### config.mk
export PLATFORM = sky130hd
export DESIGN_NAME = vec_issue_ctrl
export DESIGN_NICKNAME = d
export VERILOG_FILES = /design/src/rtl/vec_issue_ctrl_pkg.sv /design/src/rtl/vec_issue_ctrl.sv
export SDC_FILE = /design/constraint.sdc
export NUM_CORES = 1
export LEC_CHECK = 0
export CORE_MARGIN = 2
export CORE_UTILIZATION = 46
export DETAILED_ROUTE_END_ITERATION = 8
export PLACE_DENSITY = 0.85
export REMOVE_ABC_BUFFERS = 1
export SLEW_MARGIN = 40
export SYNTH_ARGS = -nofsm -noshare
export SYNTH_HDL_FRONTEND = slang
export SYNTH_SLANG_ARGS = --single-unit
### constraint.sdc
create_clock -name clk -period 4 [get_ports clk]
set_input_delay 0.4 -clock clk [delete_from_list [all_inputs] [get_ports clk]]
set_output_delay 0.4 -clock clk [all_outputs]
set_load 0.02 [all_outputs]
### src/rtl/vec_issue_ctrl_pkg.sv
// Shared definitions for the vector-side issue controller.
// Holds the FSM state encodings and the default execution timeout.
// Imported by vec_issue_ctrl; no logic lives here.
package vec_issue_ctrl_pkg;

    // Issue FSM state encodings (2 bits).
    localparam logic [1:0] ST_IDLE  = 2'd0;
    localparam logic [1:0] ST_ISSUE = 2'd1;
    localparam logic [1:0] ST_EXEC  = 2'd2;
    localparam logic [1:0] ST_RESP  = 2'd3;

    // Default number of EXEC cycles before a forced error response.
    localparam int DEFAULT_TIMEOUT = 1024;

endpackage : vec_issue_ctrl_pkg

### src/rtl/vec_issue_ctrl.sv
// Purpose: vector-side responder for the scalar<->vector valid/ready/ack issue handshake.
// Latency: capture at edge N -> issue_valid in N+1 -> earliest ack in N+2 -> ready again in N+3.
// Backpressure: ack/err held in RESP until scalar_pro_ready; inst_valid ignored outside IDLE.
//
// Ports:
//   clk, reset                         clock, synchronous active-high reset
//   inst_valid/instruction/rs1/rs2     instruction offer from the scalar core
//   vec_pro_ready                      high in IDLE: an offer will be captured
//   vec_pro_ack/vec_pro_err            response (retire) and its error qualifier
//   scalar_pro_ready                   scalar core takes the response
//   inst_o/rs1_o/rs2_o                 latched instruction and operands
//   issue_valid                        one-cycle start pulse to the datapath
//   is_vec                             decoder legality of inst_o, sampled in ISSUE
//   exec_done                          datapath completion pulse
//   exec_cycles                        EXEC cycles spent by the last instruction
module vec_issue_ctrl
    import vec_issue_ctrl_pkg::*;
#(
    parameter int XLEN           = 32,
    parameter int TIMEOUT_CYCLES = DEFAULT_TIMEOUT,
    parameter int CNT_W          = 16
) (
    input  logic             clk,
    input  logic             reset,
    input  logic             inst_valid,
    input  logic [XLEN-1:0]  instruction,
    input  logic [XLEN-1:0]  rs1_data,
    input  logic [XLEN-1:0]  rs2_data,
    input  logic             scalar_pro_ready,
    output logic             vec_pro_ready,
    output logic             vec_pro_ack,
    output logic             vec_pro_err,
    output logic [XLEN-1:0]  inst_o,
    output logic [XLEN-1:0]  rs1_o,
    output logic [XLEN-1:0]  rs2_o,
    output logic             issue_valid,
    input  logic             is_vec,
    input  logic             exec_done,
    output logic [CNT_W-1:0] exec_cycles
);

    // Counter value in the last EXEC cycle allowed before timing out.
    localparam logic [CNT_W-1:0] TIMEOUT_LAST = CNT_W'(TIMEOUT_CYCLES - 1);

    logic [1:0]       state_q, state_d;
    logic             err_q, err_d;
    logic [XLEN-1:0]  inst_q, inst_d;
    logic [XLEN-1:0]  rs1_q, rs1_d;
    logic [XLEN-1:0]  rs2_q, rs2_d;
    logic [CNT_W-1:0] cnt_q, cnt_d;
    logic [CNT_W-1:0] exec_cycles_q, exec_cycles_d;
    logic [CNT_W-1:0] cnt_inc;

    // Saturating increment: a stuck datapath must never wrap the count back to zero.
    always_comb begin
        cnt_inc = (cnt_q == {CNT_W{1'b1}}) ? cnt_q : cnt_q + CNT_W'(1);
    end

    always_comb begin
        state_d       = state_q;
        err_d         = err_q;
        inst_d        = inst_q;
        rs1_d         = rs1_q;
        rs2_d         = rs2_q;
        cnt_d         = cnt_q;
        exec_cycles_d = exec_cycles_q;

        case (state_q)
            ST_IDLE: begin
                cnt_d = '0;
                if (inst_valid) begin
                    inst_d  = instruction;
                    rs1_d   = rs1_data;
                    rs2_d   = rs2_data;
                    state_d = ST_ISSUE;
                end
            end

            ST_ISSUE: begin
                cnt_d = '0;
                if (!is_vec) begin
                    // Illegal instruction never reaches the datapath.
                    err_d         = 1'b1;
                    exec_cycles_d = '0;
                    state_d       = ST_RESP;
                end else if (exec_done) begin
                    // Single-cycle op completes without spending a cycle in EXEC.
                    err_d         = 1'b0;
                    exec_cycles_d = '0;
                    state_d       = ST_RESP;
                end else begin
                    state_d = ST_EXEC;
                end
            end

            ST_EXEC: begin
                cnt_d = cnt_inc;
                // exec_done is checked first so a completion on the timeout cycle is not an error.
                if (exec_done) begin
                    err_d         = 1'b0;
                    exec_cycles_d = cnt_inc;
                    state_d       = ST_RESP;
                end else if (cnt_q >= TIMEOUT_LAST) begin
                    err_d         = 1'b1;
                    exec_cycles_d = cnt_inc;
                    state_d       = ST_RESP;
                end
            end

            default: begin // ST_RESP
                if (scalar_pro_ready) begin
                    err_d   = 1'b0;
                    state_d = ST_IDLE;
                end
            end
        endcase
    end

    always_ff @(posedge clk) begin
        if (reset) begin
            state_q       <= ST_IDLE;
            err_q         <= 1'b0;
            inst_q        <= '0;
            rs1_q         <= '0;
            rs2_q         <= '0;
            cnt_q         <= '0;
            exec_cycles_q <= '0;
        end else begin
            state_q       <= state_d;
            err_q         <= err_d;
            inst_q        <= inst_d;
            rs1_q         <= rs1_d;
            rs2_q         <= rs2_d;
            cnt_q         <= cnt_d;
            exec_cycles_q <= exec_cycles_d;
        end
    end

    // Moore decodes of the registered state.
    assign vec_pro_ready = (state_q == ST_IDLE);
    assign issue_valid   = (state_q == ST_ISSUE);
    assign vec_pro_ack   = (state_q == ST_RESP);
    assign vec_pro_err   = (state_q == ST_RESP) && err_q;
    assign inst_o        = inst_q;
    assign rs1_o         = rs1_q;
    assign rs2_o         = rs2_q;
    assign exec_cycles   = exec_cycles_q;

endmodule : vec_issue_ctrl

Yosys cells after proc, flatten, opt, wreduce, memory -nomap -nowiden
Index checks and enable logic that the tools add are counted.
Widths: inputs -> output; s select.
{"block": "totals", "reg_bits": 131, "romBits": 0, "output_inout_bits": 116, "n_memories": 0, "mem_bits_rw": 0, "wordCells": 48, "input_bits": 102, "latchBits": 0}
{"block": "classes", "add_sub_neg": 1, "div": 0, "n_lt_le_gt_ge": 1, "n_shift": 0, "n_mux": 20, "mul": 0, "n_reduce_logical": 11, "bitwise": 1, "eq_ne": 7}
{"cell": "$mux 16", "n": 5}
{"cell": "$pmux 16 s2", "n": 2}
{"cell": "$add 16x1->16 const B", "n": 1}
{"cell": "$eq 16x16->1 const B", "n": 1}
{"cell": "$ge 16x10->1 const B", "n": 1}
{"cell": "$mux 2", "n": 4}
{"cell": "$mux 1", "n": 7}
{"cell": "$pmux 2 s3", "n": 1}
{"cell": "$reduce_and 3->1", "n": 2}
{"cell": "$eq 2x2->1 const B", "n": 2}
{"cell": "$reduce_and 4->1", "n": 1}
{"cell": "$reduce_bool 2->1", "n": 2}
{"cell": "$reduce_bool 4->1", "n": 1}
{"cell": "$ne 3x2->1 const B", "n": 1}
{"cell": "$ne 3x3->1 const B", "n": 1}
{"cell": "$pmux 1 s3", "n": 1}
{"cell": "$reduce_bool 3->1", "n": 1}
{"cell": "$eq 2x1->1 const B", "n": 1}
{"cell": "$logic_not 2->1", "n": 1}
{"cell": "$ne 2x2->1 const B", "n": 1}
{"cell": "$reduce_and 2->1", "n": 1}
{"cell": "$reduce_or 2->1", "n": 1}
{"cell": "$logic_and 1x1->1", "n": 1}
{"cell": "$not 1->1", "n": 1}

Logic depth before layout (Yosys ltp)
Gate-level depths: netlist of the first run.
{"block": "logic_depth", "depth_word": 5, "mapped_depth": 9, "ltp_nobuf": 7}

Least setup slack after synthesis of the first run
Ideal clock, no wire load.
{"block": "synth_path", "kind": "register to register", "start": "register cnt_q[0]", "end": "register exec_cycles_q[1] (netlist: exec_cycles[1])", "t_arrival_ps": 1846, "synth_period_minus_slack_ps": 1978, "n_path_buf": 1, "setup_time_ps": 132, "required_time_ps": 3868, "stages_incl_launch_ff": 8, "path_slack_ps": 2022, "cell_sequence": "dfxtp_1 > ha_1 > nand4_1 > or4_1 > buf_2 > mux2_4 > nand3_2 > a21oi_1"}
{"block": "synth_between", "elab_chain_cells": 5, "elab_cells_between_ends": 9, "cone_classes": "add/sub (1); order compare (1); eq/ne (2); mux (4); reduce/logical (1)"}
{"item": "from (decl)", "line": "vec_issue_ctrl.sv:50", "rtl": "logic [CNT_W-1:0] cnt_q, cnt_d;"}
{"item": "from (signal assigned)", "line": "vec_issue_ctrl.sv:134", "rtl": "cnt_q <= cnt_d;"}
{"item": "$add 16x1->16 or $eq 16x16->1 (tied branches)", "line": "vec_issue_ctrl.sv:56", "rtl": "cnt_inc = (cnt_q == {CNT_W{1'b1}}) ? cnt_q : cnt_q + CNT_W'(1);"}
{"item": "$mux 16", "line": "vec_issue_ctrl.sv:56"}
{"item": "$mux 16", "line": "vec_issue_ctrl.sv:103", "rtl": "end else if (cnt_q >= TIMEOUT_LAST) begin"}
{"item": "$mux 16", "line": "vec_issue_ctrl.sv:99", "rtl": "if (exec_done) begin"}
{"item": "$pmux 16 s2", "line": "vec_issue_ctrl.sv:68", "rtl": "case (state_q)"}
{"item": "to (signal assigned)", "line": "vec_issue_ctrl.sv:135", "rtl": "exec_cycles_q <= exec_cycles_d;"}
{"item": "to (decl)", "line": "vec_issue_ctrl.sv:51", "rtl": "logic [CNT_W-1:0] exec_cycles_q, exec_cycles_d;"}
Parallel ways exist; a longest one is shown, timed or not. The select of a mux whose other input is x is not followed.
A chain may end at the register's enable or synchronous reset.

Worst setup path in the final report of the first run
Ends and elaborated chain as after synthesis.

==> results.txt, run 1 <==
- Run status: finished, final reports clean
- The via count of the first global-routing pass was 5138.
* Num Clock Sinks: 131
- The filler cells instantiated in the layout total 807.
* Ratio of total power to cell area: 588.9 mW/mm^2
* Cell row count: 38
- Core outline area: 0.01094 sq mm
- Number of H-tree branching levels: 4
- The number of hold buffers added after CTS was 0.
* Post-Syn Area: 0.005221 sq mm
- The number of endpoints with negative hold slack in the final report is 0.
- The tool flagged a number of max-cap violations equal to 0.
- For this run, the register share of the synthesized area comes to 0.5023.
- Fraction of final layout cells sized beyond drive strength 1: 0.05738
* Bufs on Longest Clock Path: 2
- Detailed-route via count: 5260
* Remaining global-route overflow: 0
* Gp weighted congestion: 0.8665
- Summed over all cells, the static leakage comes to 0.002897 uW.
- In this run the tool buffered the top-level ports with 217 buffer cells.
- Number of synthesized flops with an enable pin: 0
- Worst Path Arrival: 2940 ps
* Largest clock skew in the final design: 5.063 ps
* Layout Area Growth over Synthesis: 54.18%
- Wire per inst: 16.18 um
- After synthesis, the share of flip-flops with an asynchronous set or reset is 0.
* Initial Utilization: 0.4775
- Ports: 218
* Final layout net count: 951
* Clock input transition at the sequential cells of the worst setup and hold paths: 60 ps
- The design draws 4740 uW.
- The cell count after synthesis came out at 651.
* Required time of the critical path: 4260 ps
- Post-CTS timing repair inserted 0 buffers for setup.
- Antenna violations before repair: 0
* Floorplan die width: 110.5 um
* Final-layout setup total negative slack: 0 ps
- Number of warnings reported in the yosys synthesis log: 0
- STA classifies the critical path startpoint as a register.
- DRC viols: 0
- The detailed router finished its first iteration with 346 violations.
* Detail-routed via count per cell: 5.292
- Final setup violation count: 0
- IR analysis of the VDD net gives a maximum drop of 0.3140 mV.
- The die covers 0.01222 sq mm.
- From bottom edge to top edge, the die measures 110.5 um.
- Count of instances resized after the clock tree is built: 0
- After synthesis, the mean cell area works out to 8.020 sq um.
* Flip-flop and latch count after synthesis: 131
- Detailed-placement wirelength estimate: 10990 um
* Measured slew at the worst slew-check pin: 740.5 ps
- Global-route wire length before repair: 26140 um
* Critical Setup Path Class: register to register
- The repair_antennas step left the layout with diodes totalling 0.
- Number of slew-limit violations in the final report: 0
* Commonest non-fill, non-tap cells in the layout: sky130_fd_sc_hd__nand2_1 (216), sky130_fd_sc_hd__clkdlybuf4s50_1 (216), sky130_fd_sc_hd__dfxtp_1 (131)
- Clock latency on the worst-skew pair, taken at its later pin, is 410 ps.
- RSZ-0062 raised after global routing: no
- Global router's overall resource usage: 0.2598
* Largest net degree at the start of global routing: 73
- Along the worst path, the maximum fanout reaches 11.
* Primary flip-flop cell chosen by synthesis mapping: sky130_fd_sc_hd__dfxtp_1
- Final Cycle Share: 0.6695
- The first detailed-routing pass took 5 iterations.
* Final WL: 16080 um
- The detail route stage leaves a number of antenna-violating nets equal to 0.
- After layout, the minimum clock period comes to 2678 ps.
- The tree is rooted in a sky130_fd_sc_hd__clkbuf_16.
- TritonCTS Buffers: 17
* CTS tree: done
- The worst pin sits at a relative slew slack of 0.5063.
- The tightest min-delay check is of the register to register type.
* Endpoint kind of the worst setup timing path: register
* Netlist cell types: 51
- Static timing analysis puts the maximum clock frequency at 373.4 MHz.
flip-flops by register name, summed over array words and instances, names as in the netlist:
signal       cells
rs1_o           32
state_q          2
rs2_o           32
exec_cycles     16
cnt_q           16
err_q            1
inst_o          32
critical path, stage by stage (launching register included):
cell,delay [ps]
sky130_fd_sc_hd__dfxtp_1,440
sky130_fd_sc_hd__ha_1,280
sky130_fd_sc_hd__nand4_1,480
sky130_fd_sc_hd__or4_1,840
sky130_fd_sc_hd__mux2_4,360
sky130_fd_sc_hd__nand3_2,70
sky130_fd_sc_hd__a21oi_1,60
per-layer routing:
metal  wire length [um]  GRT usage  up-vias
met4                449     0.1192        0
met5                  0          0        -
met1               6618     0.3080     2420
li1                   -          -     2576
met3                929    0.05434       40
met2               8081     0.4503      224
per-stage QoR:
step / instance area (sq um) / cells / setup slack, ps / hold slack (ps) / util
after floorplan: 5017 / 603 / 919.4 / 454.8 / -
after global placement: 7395 / 963 / 1442 / 441.1 / 0.6762
after detailed placement: 7415 / 964 / 1381 / 445.9 / 0.6780
after CTS: 8050 / 994 / 1370 / 452.9 / 0.7362
after global routing: 8050 / 994 / 1117 / 470.3 / 0.7362
final: 8050 / 994 / 1322 / 450.3 / 0.7362
cells by family (layout without fill, tap and decap cells):
logic type,Yosys count,count (layout),share of synthesized area
AND/OR/NAND/NOR,288,288,0.2432
adder cells (fa/ha/maj),6,6,0.01438
XOR/XNOR,7,7,0.01174
AO/OA/AOI/OAI,157,157,0.1709
flip-flops,131,131,0.5023
multiplexers,6,6,0.01270
buffers and inverters,56,259,0.04481
final cells by class:
| class | instances | area [sq um] | share of cell area |
|---|---|---|---|
| clock inverter | 13 | 210.2 | 0.02611 |
| clock buffer | 17 | 425.4 | 0.05284 |
| inverter | 8 | 30.03 | 0.003730 |
| timing repair buffer | 221 | 2212 | 0.2748 |
| tap | 140 | 175.2 | 0.02176 |
| sequential | 131 | 2623 | 0.3258 |
| multi-input combinational | 464 | 2375 | 0.2950 |
where the power goes:
part | leakage, uW | internal (uW) | total, uW | switching, uW
combinational | 0.00152 | 608 | 1480 | 873
sequential | 0.00107 | 1490 | 1590 | 102
clock | 0.000305 | 1100 | 1670 | 569
synthesized netlist by cell type, types with 2 or more instances:
master | count | share of area
sky130_fd_sc_hd__nand2_1 | 217 | 0.16
sky130_fd_sc_hd__dfxtp_1 | 131 | 0.50
sky130_fd_sc_hd__a21oi_1 | 119 | 0.11
sky130_fd_sc_hd__clkbuf_1 | 32 | 0.023
sky130_fd_sc_hd__nor2_1 | 13 | 0.0093
sky130_fd_sc_hd__nand3_1 | 10 | 0.0096
sky130_fd_sc_hd__inv_1 | 8 | 0.0058
sky130_fd_sc_hd__nor3_1 | 8 | 0.0077
sky130_fd_sc_hd__o21ai_0 | 8 | 0.0077
sky130_fd_sc_hd__buf_2 | 7 | 0.0067
sky130_fd_sc_hd__buf_1 | 6 | 0.0043
sky130_fd_sc_hd__ha_1 | 6 | 0.014
sky130_fd_sc_hd__o2bb2ai_1 | 5 | 0.0084
sky130_fd_sc_hd__xnor2_1 | 5 | 0.0084
sky130_fd_sc_hd__and3_1 | 4 | 0.0048
sky130_fd_sc_hd__mux2i_1 | 4 | 0.0077
sky130_fd_sc_hd__o22ai_1 | 4 | 0.0048
sky130_fd_sc_hd__or3_1 | 4 | 0.0048
sky130_fd_sc_hd__or4_1 | 4 | 0.0058
sky130_fd_sc_hd__a211oi_1 | 3 | 0.0043
sky130_fd_sc_hd__a31oi_1 | 3 | 0.0036
sky130_fd_sc_hd__and2_1 | 3 | 0.0036
sky130_fd_sc_hd__nand2b_1 | 3 | 0.0036
sky130_fd_sc_hd__nand4_1 | 3 | 0.0036
sky130_fd_sc_hd__nor4_1 | 3 | 0.0036
sky130_fd_sc_hd__o211ai_1 | 3 | 0.0043
sky130_fd_sc_hd__a22oi_1 | 2 | 0.0029
sky130_fd_sc_hd__a2bb2o_4 | 2 | 0.0077
sky130_fd_sc_hd__and4_1 | 2 | 0.0034
sky130_fd_sc_hd__buf_4 | 2 | 0.0029
sky130_fd_sc_hd__nand3b_1 | 2 | 0.0029
sky130_fd_sc_hd__nor3_2 | 2 | 0.0038
sky130_fd_sc_hd__nor4b_1 | 2 | 0.0034
sky130_fd_sc_hd__o2111ai_1 | 2 | 0.0034
sky130_fd_sc_hd__o21ai_1 | 2 | 0.0019
sky130_fd_sc_hd__xor2_1 | 2 | 0.0034
path summary, 6_finish.rpt:
check | from | to | slack [ps] | cells after the start
setup / recovery | cnt_q[0] | exec_cycles[1] | 1320 | 6
hold / removal | rs1_o[24] | rs1_o[24] | 450 | 2
setup reg to reg | cnt_q[0] | exec_cycles[1] | 1320 | 6
hold reg to reg | rs1_o[24] | rs1_o[24] | 450 | 2
No activity file was read; power rests on OpenSTA's default activity.
==> run 2: changes to the inputs <==
--- a/config.mk
+++ b/config.mk
@@ -6,9 +6,9 @@
 export NUM_CORES = 1
 export LEC_CHECK = 0
 export CORE_MARGIN = 2
-export CORE_UTILIZATION = 46
+export CORE_UTILIZATION = 43
 export DETAILED_ROUTE_END_ITERATION = 8
-export PLACE_DENSITY = 0.85
+export PLACE_DENSITY = 0.81
 export REMOVE_ABC_BUFFERS = 1
 export SLEW_MARGIN = 40
 export SYNTH_ARGS = -nofsm -noshare
==> constraint.sdc (replaced) <==
create_clock -name clk -period 2.7 [get_ports clk]
set_input_delay 0.27 -clock clk [delete_from_list [all_inputs] [get_ports clk]]
set_output_delay 0.27 -clock clk [all_outputs]
set_load 0.02 [all_outputs]
==> run 2 against run 1 <==
Against the previous run:
- clock power up 44%
- fmax rose by 17%
- cell count increased by 1.6%
- global-route usage down 2.4 points
- wire length shrank 0.80%
- utilization is 5.5 points lower
- first-iteration DRC count is 11% higher
- die area increased by 6.7%
- worst hold slack worse by 45 ps
- count of clock-buffer cells in the layout increased by 5
- setup slack got worse by 910 ps
==> results.txt, run 2 (same netlist as run 1, synthesis figures left out) <==
* Depth of the worst register-to-register path: 7 (+1)
- Endpoint kind of the worst setup timing path: register
* Design internal power: 4741 uW (+48%)
- Setup Fix Bufs, Post-CTS: 0 (unchanged)
- Remaining global-route overflow: 0 (unchanged)
- The hold buffer count at cts came to 0 (unchanged).
- Commonest non-fill, non-tap cells in the layout: sky130_fd_sc_hd__nand2_1 (216), sky130_fd_sc_hd__clkdlybuf4s50_1 (216), sky130_fd_sc_hd__dfxtp_1 (131)
- Final layout net count: 959 (+0.84%)
- Number of slew-limit violations in the final report: 0 (unchanged)
* Run status: finished, final reports clean
- Post-detailed-route count of antenna-violating nets: 0 (unchanged)
- Area of all placed cells without fillers: 0.008110 sq mm (+0.75%)
* Switching share of total power: 0.3226 (-0.003131)
- Standby leakage power: 0.002929 uW (+1.1%)
- The initial detailed-routing violation count came to 385 (+11%).
- Global-route wire length before repair: 24170 um (-7.5%)
* Combinational share of power: 0.319 (+0.007)
* Ratio of total power to cell area: 862.9 mW/mm^2 (+47%)
* WL met2: 7984 um (-1.2%)
* Register cell area after layout: 0.002623 sq mm (unchanged)
- Gp weighted congestion: 0.9171 (+5.8%)
- Global router's overall resource usage: 0.2355 (-0.02426)
- The post-placement setup slack is 407.2 ps (-973.4 ps).
- The number of endpoints with negative hold slack in the final report was 0 (unchanged).
* Final Cycle Share: 0.8480 (+0.1785)
- The largest fanout of any net on the critical path came to 10 (-1).
- Count of instances resized after the clock tree is built: 0 (unchanged)
- Wire per inst: 15.79 um (-2.4%)
- The cell depth of the worst hold path came to 3 (+1).
- The post-detailed-placement cell area was 0.007483 sq mm (+0.93%).
* DRC viols: 0 (unchanged)
* Detailed-placement wirelength estimate: 11270 um (+2.6%)
- The fmax is 436.8 MHz (+17%).
- Clock input transition at the sequential cells of the worst setup and hold paths: 60 ps (about the same)
- The sum of negative setup slack was 0 ps (unchanged).
* Via count of the first global-routing pass: 4983 (-3.0%)
- The number of rows in the core area came to 40 (+5.3%).
* Routed wire length on met3: 1088 um (+17%)
- The clock network power share came to 0.345 (-0.007).
* Number of detailed-route iterations in the first pass: 5 (unchanged)
* Maxcap violations: 0 (unchanged)
- End of the worst hold path: inst_o[28]
* Reg-to-reg startpoint: cnt_q[0]
* Clock latency on the worst-skew pair: 410 ps (about the same)
- The detailed-route wire length on metal 1 is 6391 um (-3.4%).
- The count of fill cells added during filler insertion was 946 (+17%).
* Height of the die: 114.2 um (+3.3%)
* Largest clock skew in the final design: 5.093 ps (+0.02970 ps)
- Clock Tree Root: sky130_fd_sc_hd__clkbuf_16
* Diodes inserted: 0 (unchanged)
* Critical Setup Path Class: register to register
* Final WL: 15950 um (-0.80%)
- Max VDD drop: 0.5012 mV (+60%)
- Core outline area: 0.01191 sq mm (+8.9%)
- In this run the worst hold path is classified as primary input to register.
- In this run the most critical hold path is launched from instruction[28].
* Number of H-tree branching levels: 4 (unchanged)
- Floorplan die width: 114.2 um (+3.3%)
* Ports: 218 (unchanged)
* TritonCTS Buffers: 17 (unchanged)
- Area of the multi-input gates: 0.002375 sq mm (unchanged)
* RSZ-0062 raised after global routing: no
* Detail-routed via count per cell: 5.253 (-0.72%)
- Crit Reg-Reg Endpoint: exec_cycles[13]
- Detailed-route via count: 5306 (+0.87%)
- The actual slew at the worst max-slew pin is 784.1 ps (+43.62 ps).
- I/O Buffers: 217 (unchanged)
* Post-route minimum period: 2290 ps (-388.3 ps)
- Bufs on Longest Clock Path: 2 (unchanged)
* Smallest setup slack after layout: 410.4 ps (-911.7 ps)
- Switching power total: 2258 uW (+46%)
- The TritonCTS sink count is 131 (unchanged).
- The initial antenna violation count is 0 (unchanged).
- After detailed routing, no signal wire sits above met4.
* Required time of the critical path: 3010 ps (-1250 ps)
- The headroom to the max-slew limit is 0.4773 (-0.02908).
- The arrival time of the worst setup path came to 2600 ps (-340 ps).
* CTS tree: done
- The sequential share of power came to 0.336 (about the same).
- Die Footprint: 0.01304 sq mm (+6.7%)
- Sort of element at the start of the critical path: register
- Relative to the synthesized area, the layout overhead comes to 55.33%.
- The effective utilization at floorplan came to 0.4383 (-0.03912).
- The final number of setup-violating endpoints is 0 (unchanged).
- Largest net degree at the start of global routing: 78 (+6.8%)
- WHS: 405.3 ps (-44.97 ps)
- Fraction of final layout cells sized beyond drive strength 1: 0.06489 (+0.007513)
- The register-to-register setup slack was 410 ps (-910 ps).
[run 2: changes by cell type in the layout (fill, tap and decap cells not counted), sizes merged]
cell,delta
inv,-1
clkbuf,+5
buf,+8
clkinv,-3
clkinvlp,+1
bufinv,-1
[run 2: metal layers]
metal | vias to the layer above | GRT usage
met4 | 0 | 0.1073
met1 | 2468 | 0.2722
met5 | - | 0
met3 | 36 | 0.05506
li1 | 2587 | -
met2 | 215 | 0.4135
[run 2: how the worst max path moves through the flow]
stage	slack, ps	to	depth (start not counted)	startpoint
finish	410	exec_cycles[13]	7	cnt_q[0]
global route	280	exec_cycles[14]	7	cnt_q[0]
CTS	460	exec_cycles[13]	7	cnt_q[0]
detailed placement	410	exec_cycles[5]	6	exec_done
global placement	510	exec_cycles[14]	6	exec_done
floorplan	-380	state_q[1]	7	state_q[0]
[run 2: area by class of cell]
| class | instances | area share |
|---|---|---|
| repair buffers | 229 | 0.2802 |
| clock buffers | 22 | 0.05847 |
| multi-input cells | 464 | 0.2928 |
| flip-flops and latches | 131 | 0.3234 |
| inverters | 8 | 0.003703 |
| well taps | 147 | 0.02268 |
| clock inverters | 9 | 0.01882 |
[run 2: critical path: stages (launching register included)]
cell and delay, ps:
sky130_fd_sc_hd__dfxtp_1 440, sky130_fd_sc_hd__ha_1 300, sky130_fd_sc_hd__nand4_1 130, sky130_fd_sc_hd__buf_4 200
sky130_fd_sc_hd__nor4_4 290, sky130_fd_sc_hd__or2_1 400, sky130_fd_sc_hd__nor2_2 160, sky130_fd_sc_hd__a2bb2o_4 260
[run 2: power groups by stage]
stage | Clock, uW | Combinational (uW) | Sequential, uW
final | 2410 | 2230 | 2350
after global routing | 2530 | 2410 | 2380
after detailed placement | 0 | 2220 | 2390
after CTS | 2440 | 2230 | 2350
after floorplan | 0 | 854 | 2690
after global placement | 0 | 2180 | 2370
[run 2: stage by stage]
stage / std cells / power [uW] / utilization
after detailed placement: 979 / 4615 / 0.6283
after global routing: 1010 / 7314 / 0.6809
after CTS: 1010 / 7029 / 0.6809
after global placement: 979 / 4551 / 0.6283
after floorplan: 603 / 3540 / -
final: 1010 / 6999 / 0.6809
==> run 3: changes to the inputs <==
--- a/config.mk
+++ b/config.mk
@@ -6,9 +6,9 @@
 export NUM_CORES = 1
 export LEC_CHECK = 0
 export CORE_MARGIN = 2
-export CORE_UTILIZATION = 43
+export CORE_UTILIZATION = 39
 export DETAILED_ROUTE_END_ITERATION = 8
-export PLACE_DENSITY = 0.81
+export PLACE_DENSITY = 0.77
 export REMOVE_ABC_BUFFERS = 1
 export SLEW_MARGIN = 40
 export SYNTH_ARGS = -nofsm -noshare
==> constraint.sdc (replaced) <==
create_clock -name clk -period 1.98 [get_ports clk]
set_input_delay 0.198 -clock clk [delete_from_list [all_inputs] [get_ports clk]]
set_output_delay 0.198 -clock clk [all_outputs]
set_load 0.02 [all_outputs]
==> run 3 against run 2 <==
Against the previous run:
- non-clock buffer count rose by 34
- setup slack got worse by 350 ps
- fmax rose by 19%
- wire length fell by 0.55%
- sequential share of layout area fell by 1.6 points
- clock skew rose by 4.6 ps
- count of clock-buffer cells in the layout rose by 2
- critical path type unchanged
- global-route usage fell by 1.9 points
- worst hold slack got worse by 240 ps
- die area rose by 9.9%
- via count rose by 1.1%
- sequential power rose by 36%
==> results.txt, run 3 (same netlist as run 1, synthesis figures left out) <==
* Area of placed instances: 0.007812 sq mm (+4.4%)
- CP delay by family, top: simple AND/OR/NAND/NOR gates
- The die area came to 0.01433 sq mm (+9.9%).
- Worst-case headroom to the max-slew limit: 0.7013 (+0.2241)
* Wire per inst: 14.77 um (-6.5%)
- The residual overflow from global routing is 0 (unchanged).
* Max stage delay on crit path: 340 ps (-100 ps)
- The arrival time of the worst setup path was 2270 ps (-330 ps).
* Final setup violation count: 0 (unchanged)
- Most frequent standard cell in the layout excluding fill and tap cells: sky130_fd_sc_hd__nand2_1
- The worst hold path belongs to the class primary input to register.
* WHS: 168.6 ps (-236.7 ps)
- Number of buffer and inverter stages on the critical path: 2 (+1)
- The fraction of layout instances using a drive strength above 1 was 0.1247 (+0.05983).
* Filler Cell Count: 1082 (+14%)
- Walking the worst path, the cells encountered are ha_2, nand4_1, buf_4, buf_4, a211oi_2, xnor2_1, or3_1, a21oi_1.
- Ports: 218 (unchanged)
* Max VDD drop: 0.5066 mV (+1.1%)
* Detailed-placement wirelength estimate: 10820 um (-4.0%)
- Smallest setup slack after layout: 58.49 ps (-351.9 ps)
* Required time of the critical path: 2330 ps (-680 ps)
* Standby leakage power: 0.003189 uW (+8.9%)
- Final layout net count: 993 (+3.5%)
- The met3 capacity usage during global routing is 0.05846 (+0.003404).
- The number of optimization iterations in the first detailed-route pass was 5 (unchanged).
* Num Clock Sinks: 131 (unchanged)
- The initial antenna violation count was 0 (unchanged).
- In the layout the commonest cells are sky130_fd_sc_hd__nand2_1 (216), sky130_fd_sc_hd__clkdlybuf4s50_1 (213), sky130_fd_sc_hd__dfxtp_1 (127).
* Cell row count: 42 (+5.0%)
- The maximum clock skew at final layout came to 9.651 ps (+4.558 ps).
* Final number of hold-violating endpoints: 0 (unchanged)
- Run status: finished, final reports clean
- The remaining antenna violation count after routing was 0 (unchanged).
- Largest fanout on the critical path: 7 (-3)
- The post-placement setup slack is -69.81 ps (-477.0 ps).
* Sort of element at the start of the critical path: register
- Clock latency on the worst-skew pair: 410 ps (about the same)
* Detailed-route via count: 5364 (+1.1%)
- The multi-input combinational cell area is 0.002489 sq mm (+4.8%).
- Util after Layout: 0.6508 (-0.03012)
- The sum of negative setup slack is 0 ps (unchanged).
* GR Util met2: 0.3600 (-0.05349)
- The cell area after layout is 0.008549 sq mm (+5.4%).
- Global router's overall resource usage: 0.2166 (-0.01890)
- The number of buffers added on ports came to 217 (unchanged).
- The area of the core was 0.01314 sq mm (+10%).
- Largest net degree at the start of global routing: 95 (+22%)
* Endpoint kind of the worst setup timing path: register
* Clock input transition at the sequential cells of the worst setup and hold paths: 60 ps (about the same)
- Gp weighted congestion: 0.8681 (-5.3%)
* Number of slew-limit violations in the final report: 0 (unchanged)
- The DRC violation count after routing was 0 (unchanged).
* Clock Tree Root: sky130_fd_sc_hd__clkbuf_16
* Global-route wire length before repair: 24560 um (+1.6%)
* Critical Path Most Common Cell: sky130_fd_sc_hd__buf_4
* CTS tree: done
* Critical-path cell with the highest stage delay: sky130_fd_sc_hd__or3_1
- Compared with the post-synthesis result, the final layout area differs by 63.74%.
- The H-tree level count is 4 (unchanged).
- The total CTS buffers was 17 (unchanged).
* Hold buffer count at cts: 0 (unchanged)
* Register cell area after layout: 0.002630 sq mm (+0.29%)
- Diodes inserted: 0 (unchanged)
- The initial detailed-routing violation count is 311 (-19%).
* Initial Utilization: 0.3974 (-0.04091)
* Gr busiest metal: met2
- Final WL: 15860 um (-0.55%)
- Global routing met1 resource utilization: 0.2615 (-0.01068)
* Post-route minimum period: 1922 ps (-368.1 ps)
- The post-detailed-route via-to-cell ratio came to 4.994 (-4.9%).
- The power per cell area was 1135 mW/mm^2 (+32%).
- The die width came to 119.7 um (+4.8%).
- The actual slew at the worst max-slew pin is 448.0 ps (-336.1 ps).
* Via count of the first global-routing pass: 4735 (-5.0%)
- The die height is 119.7 um (+4.8%).
- The part of the cycle the worst path needs came to 0.9705 (+0.1225).
- The count of maximum capacitance violations was 0 (unchanged).
- The fmax is 520.4 MHz (+19%).
- The critical path is of the register to register type.
- The maximum clock insertion buffer count is 2 (unchanged).
-- run 3: metrics by stage --
step | std cells | total power [uW]
finish | 1074 | 9705
CTS | 1074 | 9720
global placement | 1042 | 6435
global route | 1074 | 10210
detailed placement | 1042 | 6463
floorplan | 603 | 4827
-- run 3: worst paths after layout --
kind / start / to / slack, ps / cells after the start
max: cnt_q[1] / exec_cycles[8] / 60 / 8
min: reset / state_q[1] / 170 / 2
max reg2reg: cnt_q[1] / exec_cycles[8] / 60 / 8
min reg2reg: inst_o[14] / inst_o[14] / 450 / 2
-- run 3: repair_timing --
| action | CTS | global route |
|---|---|---|
| buffers inserted | 0 | 0 |
| endpoints found under the setup margin | 11 | 26 |
| pin swaps | 1 | 6 |
| gates resized for setup | 7 | 25 |
| hold endpoints to repair | 0 | 0 |
-- run 3: layer usage --
metal / vias to the layer above / part of all wire
li1: 2668 / -
met2: 188 / 0.50
met3: 32 / 0.069
met4: 0 / 0.022
met1: 2476 / 0.41
met5: - / 0
-- run 3: power breakdown --
part	switching, uW	internal, uW	total [uW]
logic	1840	1440	3280
registers	179	3010	3190
clock network	1120	2110	3230
total	3140	6570	9710
-- run 3: cell type report --
type                       instances  share of cell area
sequential                       131              0.3076
clock inverter                     8             0.01449
clock buffer                      24             0.05752
tap                              176             0.02576
inverter                           8            0.003512
timing repair buffer             263              0.3000
multi-input combinational        464              0.2911
